File: config.mk
export PLATFORM = sky130hd
export DESIGN_NAME = fp8_to_fixed_pipelined
export DESIGN_NICKNAME = d
export VERILOG_FILES = /design/src/rtl/fp8_to_fixed_pipelined.sv
export SDC_FILE = /design/constraint.sdc
export NUM_CORES = 1
export LEC_CHECK = 0
export ABC_AREA = 1
export CORE_MARGIN = 10
export CORE_UTILIZATION = 30
export DETAILED_ROUTE_END_ITERATION = 6
export HOLD_SLACK_MARGIN = 0.03
export MAX_ROUTING_LAYER = met4
export PLACE_DENSITY = 0.45
export SYNTH_ARGS = -nofsm -noshare
export SYNTH_HDL_FRONTEND = slang
export SYNTH_SLANG_ARGS = --single-unit
File: constraint.sdc
create_clock -name clk96 -period 2.1 [get_ports clk96]
set_input_delay 0.63 -clock clk96 [delete_from_list [all_inputs] [get_ports clk96]]
set_output_delay 0.63 -clock clk96 [all_outputs]
set_load 0.01 [all_outputs]
File: src/rtl/fp8_to_fixed_pipelined.sv
// FP8 (1/3/4, bias 3) to signed fixed-point converter: unpack, scale, sign/saturate.
// Three-stage valid/ready pipeline with full backpressure and collapsing bubbles.
module fp8_to_fixed_pipelined #(
    parameter int OUT_W     = 16,
    parameter int FRAC_BITS = 7
) (
    input  logic             clk96,
    input  logic             rst96,
    input  logic             in_valid96,
    output logic             in_ready96,
    input  logic [7:0]       in_fp896,
    output logic             out_valid96,
    input  logic             out_ready96,
    output logic [OUT_W-1:0] out_fixed96,
    output logic             out_sat96
);

    localparam int MAG_W = 20;
    localparam int SH_L  = (FRAC_BITS >= 7) ? FRAC_BITS - 7 : 0;
    localparam int SH_R  = (FRAC_BITS < 7) ? 7 - FRAC_BITS : 0;
    localparam logic [32:0]      MAX_EXT = (33'd1 << (OUT_W - 1)) - 33'd1;
    localparam logic [OUT_W-1:0] MAX_O   = MAX_EXT[OUT_W-1:0];

    // Stage registers
    logic             r_v1, r_s1, r_z1;
    logic [2:0]       r_e1;
    logic [4:0]       r_m1;
    logic             r_v2, r_s2;
    logic [MAG_W-1:0] r_mag2;
    logic             r_v3, r_sat3;
    logic [OUT_W-1:0] r_fixed3;

    logic             w_en1, w_en2, w_en3;
    logic [11:0]      w_mag7;
    logic [MAG_W-1:0] w_mag;
    logic             w_sat;
    logic [OUT_W-1:0] w_clamp, w_fixed;

    // A stage may load when it is empty or its successor is loading, so bubbles collapse.
    always_comb begin
        w_en3 = ~r_v3 | out_ready96;
        w_en2 = ~r_v2 | w_en3;
        w_en1 = ~r_v1 | w_en2;
    end

    assign in_ready96 = w_en1;

    // NOTE: always_comb gives every output a value on every path, so no latch is inferred.
    always_comb begin
        w_mag7 = 12'({7'd0, r_m1} << r_e1);
        w_mag  = '0;
        if (!r_z1) begin
            w_mag = (MAG_W'(w_mag7) << SH_L) >> SH_R;
        end
    end

    always_comb begin
        w_sat   = 33'(r_mag2) > MAX_EXT;
        w_clamp = w_sat ? MAX_O : OUT_W'(r_mag2);
        w_fixed = r_s2 ? -w_clamp : w_clamp;
    end

    // NOTE: state updates use non-blocking assignments so every stage samples pre-edge values.
    always_ff @(posedge clk96 or negedge rst96) begin
        if (!rst96) begin
            r_v1 <= 1'b0;
            r_s1 <= 1'b0;
            r_z1 <= 1'b0;
            r_e1 <= '0;
            r_m1 <= '0;
        end else if (w_en1) begin
            r_v1 <= in_valid96;
            r_s1 <= in_fp896[7];
            r_z1 <= (in_fp896[6:0] == 7'd0);
            r_e1 <= in_fp896[6:4];
            r_m1 <= {1'b1, in_fp896[3:0]};
        end
    end

    always_ff @(posedge clk96 or negedge rst96) begin
        if (!rst96) begin
            r_v2   <= 1'b0;
            r_s2   <= 1'b0;
            r_mag2 <= '0;
        end else if (w_en2) begin
            r_v2   <= r_v1;
            r_s2   <= r_s1;
            r_mag2 <= w_mag;
        end
    end

    always_ff @(posedge clk96 or negedge rst96) begin
        if (!rst96) begin
            r_v3     <= 1'b0;
            r_sat3   <= 1'b0;
            r_fixed3 <= '0;
        end else if (w_en3) begin
            r_v3     <= r_v2;
            r_sat3   <= w_sat;
            r_fixed3 <= w_fixed;
        end
    end

    assign out_valid96 = r_v3;
    assign out_fixed96 = r_fixed3;
    assign out_sat96   = r_sat3;

endmodule
### Word-level counts from Yosys, hierarchy flattened

Index checks and enable logic that the tools add are counted.

* register bits after elaboration: 51
* input port bits: 12
* output and inout bits: 19

* $add $sub $neg: 1
* magnitude comparators: 1
* shift-type cells: 1
* muxes and demuxes: 3
* bitwise logic cells: 6
* reductions and logical operators: 1

Operators with widths (count)
* $mux W16: 2
* $gt A20 B15 Y1 const B: 1
* $neg A16 Y16: 1
* $mux W12: 1
* $shl A5 B3 Y12: 1
* $logic_not A7 Y1: 1
* $not A1 Y1: 3
* $or A1 B1 Y1: 3

### Logic depth before layout (Yosys ltp)

Gate-level depths: netlist of the first run.

* word-level depth: 4
* gate-level depth with buffers: 9
* depth with buffers taken out: 9

### Worst setup path before layout of the first run

Ideal clock, no wire load.

* path kind: input port to output port
* start point: input out_ready96
* end point: output in_ready96
* arrival: 1190 ps
* required time: 1470 ps
* setup slack: 280 ps
* stages: 6
* path buffers: 2
* path through: inv_1 > nand2_2 > buf_6 > nor2_8 > nand2_4 > buf_6

* cells in the longest elaborated chain, start to end: 3

RTL lines
* start, declared: line 13 `input logic out_ready96,`
* $or A1 B1 Y1: line 41 `w_en3 = ~r_v3 | out_ready96;`
* $or A1 B1 Y1: line 42 `w_en2 = ~r_v2 | w_en3;`
* $or A1 B1 Y1: line 43 `w_en1 = ~r_v1 | w_en2;`
* end, declared: line 10 `output logic in_ready96,`

No other way between the ends.

### Worst setup path after layout of the first run

Ends and elaborated chain as after synthesis.

==> key figures, run 1 <==
Setup path
  • CP Data Arrival Time: between 1000 and 1500 ps
  • Crit Reg-Reg Endpoint: out_fixed96[14]
  • CP startpoint kind: input port
  • R2R Path Start: r_mag2[0]
  • Crit path capture type: output port
  • R2R Setup Slk: between 600 and 700 ps
  • CP required: between 1000 and 1500 ps
  • Critical path type: in2out
  • CP max FO: 2
  • Worst reg2reg path depth: 7

Layout
  • Layout cell share with drive strength beyond 1: approximately an eighth
  • Commonest non-fill, non-tap cells in the layout: 89 x nand2_1, 42 x dfrtp_1, 27 x inv_1
  • Final nets: just over 300
  • Most common cell after layout, fill and taps aside: nand2_1
  • Post-route insts no fill: 390
  • # fillers: roughly 700
  • Antenna Cells: 0
  • P&R area growth vs syn: 23.0%
  • Final core utilization: 37.9%

Global route
  • Vias in the first global route: 1758
  • Initial antenna violation count: 0
  • Largest net degree at the start of global routing: 43
  • Global-route wire length before repair: 8250 µm
  • Total GRT Usage: a little under a tenth
  • Grt total ovfl: 0

STA
  • # setup viols final: 0
  • Worst slew pin tran: approximately 550 ps
  • Fmax: a little over 500 MHz
  • Max Transition Viols Final: 0
  • Fin crit period: 1960 ps
  • Post-layout worst setup margin: 142 ps
  • RSZ-0062 raised after global routing: no
  • Final period util: between 90 and 100%
  • Final Hold Viols: 0
  • Clock skew: about 5.1 ps
  • Max_slew headroom: a little under two thirds

Clock network
  • CTS tree: yes
  • CTS Sinks: 42
  • Clock buffer depth: 2
  • # H-tree levels: 2
  • Clock input transition at the sequential cells of the worst setup and hold paths: roughly 80 ps
  • Hold-fix buffers, CTS: 0
  • Total setup buffers inserted after CTS: 0
  • Root Driver: clkbuf_8
  • Clock latency on the worst-skew pair: 290 ps
  • CTS buffer count: 5

Min path
  • HP Class: in2async

Run
  • Max Cap Viol: 0

Floorplanning
  • I/O pin count: 31
  • Die area: 10700 µm²
  • Core ar.: ~6800 µm²
  • Die W: approximately 100 µm
  • Height of the die: 104 µm
  • Std cell rows: 30
  • Initial Utilization: 30.8%

Placed design
  • GP Congestion: between 0.7 and 0.8
  • # placed instances: 383
  • Buffers added on ports: 29
  • Placed wire-length estimate: roughly 3600 µm
  • Placement Setup Slack: -429 ps

Drt
  • Final wirelength: approximately 4700 µm
  • Initial DRC Count: 46
  • Via/cell ratio: 4.30
  • Drt first pass iters: 4
  • DRC viols: 0
  • Vias: 1677
  • Average wire per standard cell: approximately 12 µm
  • DRT antenna net count: 0

Logic synthesis
  • Seq/Total Area, Yosys: between 50% and 60%
  • Post-synthesis cell count: roughly 260
  • Yosys reg bits: between 40 and 50
  • Unique masters post-synth: 26
  • Syn_nets: 272
  • Synthesis Warnings: 0
  • Mapped cell area: 2100 µm²
  • Average cell area after synthesis: 8.09 µm²

Power and ir drop
  • Pwr dens: 890 nW/µm²
  • Pleak: between 0.001 and 0.0015 µW
  • VDD IR-drop max: around 0.00023 V

Run status
  • Status: complete, no violations
==> cell type report <==
| class | instances | area, µm² | area share, % |
|---|---|---|---|
| Multi-Input combinational cell | 177 | 868 | 33.7 |
| Inverter | 31 | 116 | 4.51 |
| Sequential cell | 42 | 1050 | 40.8 |
| Clock buffer | 7 | 76.3 | 2.96 |
| Tap cell | 96 | 120 | 4.66 |
| Timing Repair Buffer | 37 | 345 | 13.4 |
==> kinds of logic after synthesis <==
kind of cell,after synthesis,synth area share [%]
fa+ha+maj,1,0.597
xor+xnor,3,1.25
simple gates,133,27.4
compound gates,39,12.0
flops,42,50.1
buf+inv,40,8.42
other cells,1,0.179
==> per-layer routing <==
layer | vias to the layer above | track usage (%) | share of wire (%)
li1 | 882 | - | -
met2 | 35 | 15.1 | 46
met1 | 753 | 10.7 | 47
met3 | 7 | 3.04 | 5.1
met5 | - | - | 0
met4 | 0 | 3.33 | 1.4
==> flip-flops by register name (all words and copies together) (netlist names) <==
| name | flops |
|---|---|
| r_z1 | 1 |
| r_s2 | 1 |
| r_m1 | 5 |
| out_fixed96 | 16 |
| r_v1 | 1 |
| r_mag2 | 12 |
| out_valid96 | 1 |
| r_v2 | 1 |
| r_e1 | 3 |
| r_s1 | 1 |
==> worst max-delay path, cell delays in order <==
cell	delay, ps
dlygate4sd2_1	230
inv_1	60
nand2_2	90
nor2_8	130
nand2_4	60
buf_6	120
==> cells in the mapped netlist <==
library cell | n | area share, %
nand2_2 | 5 | 1.5
o211ai_2 | 2 | 1.2
or2_2 | 1 | 0.30
conb_1 | 1 | 0.18
nand3_1 | 21 | 5.0
xor2_1 | 3 | 1.3
dfrtp_1 | 42 | 50
buf_4 | 1 | 0.36
buf_6 | 2 | 1.1
buf_2 | 6 | 1.4
o21ai_1 | 6 | 1.4
nor2_1 | 11 | 2.0
nand2_4 | 1 | 0.54
ha_1 | 1 | 0.60
a21oi_1 | 5 | 1.2
nor2_2 | 1 | 0.30
nor4_1 | 1 | 0.30
inv_2 | 4 | 0.72
or2_1 | 2 | 0.60
inv_1 | 27 | 4.8
o31ai_1 | 1 | 0.36
nor2_8 | 1 | 0.96
o22ai_1 | 4 | 1.2
nand2_1 | 89 | 16
o21ai_2 | 9 | 3.8
o21ai_0 | 12 | 2.9
==> how the worst max path moves through the flow <==
stage / startpoint / endpoint / slack [ps] / depth (start not counted)
floorplan: out_ready96 / in_ready96 / 280 / 6
global placement: out_ready96 / in_ready96 / -430 / 6
detailed placement: out_ready96 / in_ready96 / -430 / 6
CTS: out_ready96 / in_ready96 / 130 / 6
global route: out_ready96 / in_ready96 / 100 / 6
finish: out_ready96 / in_ready96 / 140 / 6
==> power breakdown <==
| part | internal [µW] | switching (µW) | total (µW) |
|---|---|---|---|
| clock | 229 | 265 | 494 |
| combinational | 341 | 395 | 736 |
| sequential | 954 | 110 | 1060 |
| total | 1520 | 770 | 2290 |
==> repair_timing <==
item	CTS	global route
hold endpoints to repair	0	0
gates resized for setup	6	0
endpoints found under the setup margin	1	0
==> per-stage QoR <==
stage	setup TNS, ps	hold slack, ps	power, µW	cell area [µm²]
2_1_floorplan	0	334	1510	2100
3_3_place_gp	-503	462	1830	2500
3_5_place_dp	-752	466	1840	2500
4_1_cts	0	426	2350	2580
5_1_grt	0	468	2480	2580
6_report	0	397	2290	2580
Power figures use the tool's default switching activity.
==> run 2, diff against run 1 <==
--- a/config.mk
+++ b/config.mk
@@ -8,6 +8,7 @@
 export ABC_AREA = 1
 export CORE_MARGIN = 10
 export CORE_UTILIZATION = 30
+export CTS_BUF_LIST = sky130_fd_sc_hd__clkbuf_8
 export DETAILED_ROUTE_END_ITERATION = 6
 export HOLD_SLACK_MARGIN = 0.03
 export MAX_ROUTING_LAYER = met4
==> run 2 against run 1 <==
  * Non-clock buffer count stayed put
  * Die area is the same
  * Sequential power is essentially flat
  * Cell area unchanged
  * Final cell count stayed put
  * Clock skew about the same
  * Combinational power about the same
  * Clock power is 2% lower
  * Core utilization is the same
  * First-iteration DRC count grew 2.2%
  * Flip-flop and latch count unchanged
  * Highest routed layer unchanged
==> key figures, run 2 (synthesized netlist as in run 1, its figures left out) <==
Setup path
  • CP max FO: 2
  • CP Cell Sequence: dlygate4sd2_1, inv_1, nand2_2, nor2_8, nand2_4, buf_6
  • CP required: between 1000 and 1500 ps
  • R2R Setup Slk: between 600 and 700 ps
  • Critical path type: in2out
  • Worst reg2reg path depth: 7
  • Crit Reg-Reg Endpoint: out_fixed96[14]
  • R2R Path Start: r_mag2[0]
  • Max incr delay on CP: 230 ps
  • CP Data Arrival Time: approximately 1300 ps
  • Worst Setup SP: out_ready96
  • CP max stage cell: dlygate4sd2_1
  • Crit path capture type: output port
  • CP startpoint kind: input port

Drt
  • Final wirelength: roughly 4700 µm
  • Initial DRC Count: 47
  • DRC viols: 0
  • Drt first pass iters: 4
  • DRT antenna net count: 0
  • Average wire per standard cell: approximately 12 µm
  • Via/cell ratio: between 4 and 5
  • Vias: roughly 1700

Clock network
  • Post-CTS sizing: 6
  • Clock buffer depth: 2
  • Clock input transition at the sequential cells of the worst setup and hold paths: ~80 ps
  • Total setup buffers inserted after CTS: 0
  • Hold-fix buffers, CTS: 0
  • Clock latency on the worst-skew pair: 290 ps
  • CTS tree: yes
  • CTS Sinks: 42
  • Root Driver: clkbuf_8
  • CTS buffer count: 5
  • # H-tree levels: 2

Placed design
  • GP Congestion: around 0.77
  • Placed wire-length estimate: approximately 3600 µm
  • Buffers added on ports: 29
  • # placed instances: 383
  • Placement Setup Slack: -429 ps

STA
  • Final Hold Viols: 0
  • Fin crit period: about 2000 ps
  • Max Transition Viols Final: 0
  • Post-layout worst setup margin: approximately 140 ps
  • Clock skew: between 5 and 6 ps
  • RSZ-0062 raised after global routing: no
  • Final period util: 93.3%
  • Worst slew pin tran: about 540 ps
  • # setup viols final: 0
  • Fmax: 511 MHz
  • Setup TNS: 0 ps
  • Max_slew headroom: between 60% and 70%

Layout
  • Post-route insts no fill: 390
  • Commonest non-fill, non-tap cells in the layout: 89 x nand2_1, 42 x dfrtp_1, 29 x inv_1
  • P&R area growth vs syn: 23.0%
  • Final nets: 307
  • Layout cell share with drive strength beyond 1: 13.3%
  • Max FFs per register: 16
  • Final core utilization: a little under two fifths
  • Antenna Cells: 0
  • Most common cell after layout, fill and taps aside: nand2_1

Global route
  • Total GRT Usage: 9.38%
  • Global-route wire length before repair: around 8300 µm
  • Largest net degree at the start of global routing: 43
  • Grt total ovfl: 0
  • Initial antenna violation count: 0
  • Vias in the first global route: approximately 1800

Floorplanning
  • Die area: about 11000 µm²
  • Initial Utilization: 30.8%
  • Height of the die: between 100 and 150 µm
  • Core ar.: about 6800 µm²
  • I/O pin count: 31
  • Std cell rows: 30
  • Die W: ~100 µm

Power and ir drop
  • Pleak: around 0.0013 µW
  • Final Power: between 2000 and 2500 µW
  • Pwr dens: a little under 900 nW/µm²
  • VDD IR-drop max: between 0.0002 and 0.00025 V

Min path
  • HP Class: in2async

Run
  • Max Cap Viol: 0

Run status
  • Status: complete, no violations
[run 2: changes by cell type in the layout (fill, tap and decap cells not counted), sizes merged]
cell,previous run,this run
clkbuf,7,5
inv,31,33
[run 2: layer usage]
layer | vias up | GRT usage [%] | wire [µm]
met4 | 0 | 3.33 | 65
met3 | 7 | 3.04 | 240
met2 | 35 | 15.1 | 2150
met1 | 754 | 10.7 | 2220
met5 | - | - | 0
li1 | 882 | - | -
[run 2: worst max-delay path by stage]
stage / slack, ps / depth (start not counted) / endpoint
after floorplan: 280 / 6 / in_ready96
after global placement: -430 / 6 / in_ready96
after detailed placement: -430 / 6 / in_ready96
after CTS: 130 / 6 / in_ready96
after global routing: 100 / 6 / in_ready96
final: 140 / 6 / in_ready96
[run 2: metrics by stage]
stage	hold WS [ps]	cell area, µm²
after global routing	468	2580
after detailed placement	466	2500
after CTS	426	2580
after global placement	462	2500
final	396	2580
after floorplan	334	2100
[run 2: layout make-up]
cell class | count | area [µm²]
clock buffer | 5 | 68.8
clock inverter | 2 | 7.51
fill | 718 | 4220
inverter | 31 | 116
multi-input combinational | 177 | 868
sequential | 42 | 1050
tap | 96 | 120
timing repair buffer | 37 | 345
[run 2: report_power, final]
| group | switching (µW) | leakage (µW) | internal (µW) |
|---|---|---|---|
| clock | 267 | 0.0000466 | 220 |
| combinational | 395 | 0.000720 | 341 |
| sequential | 111 | 0.000518 | 954 |
[run 2: critical path: cells and delay by family]
family	cells	cell delay (ps)
buffers and inverters	3	410
and+or+nand+nor	3	280
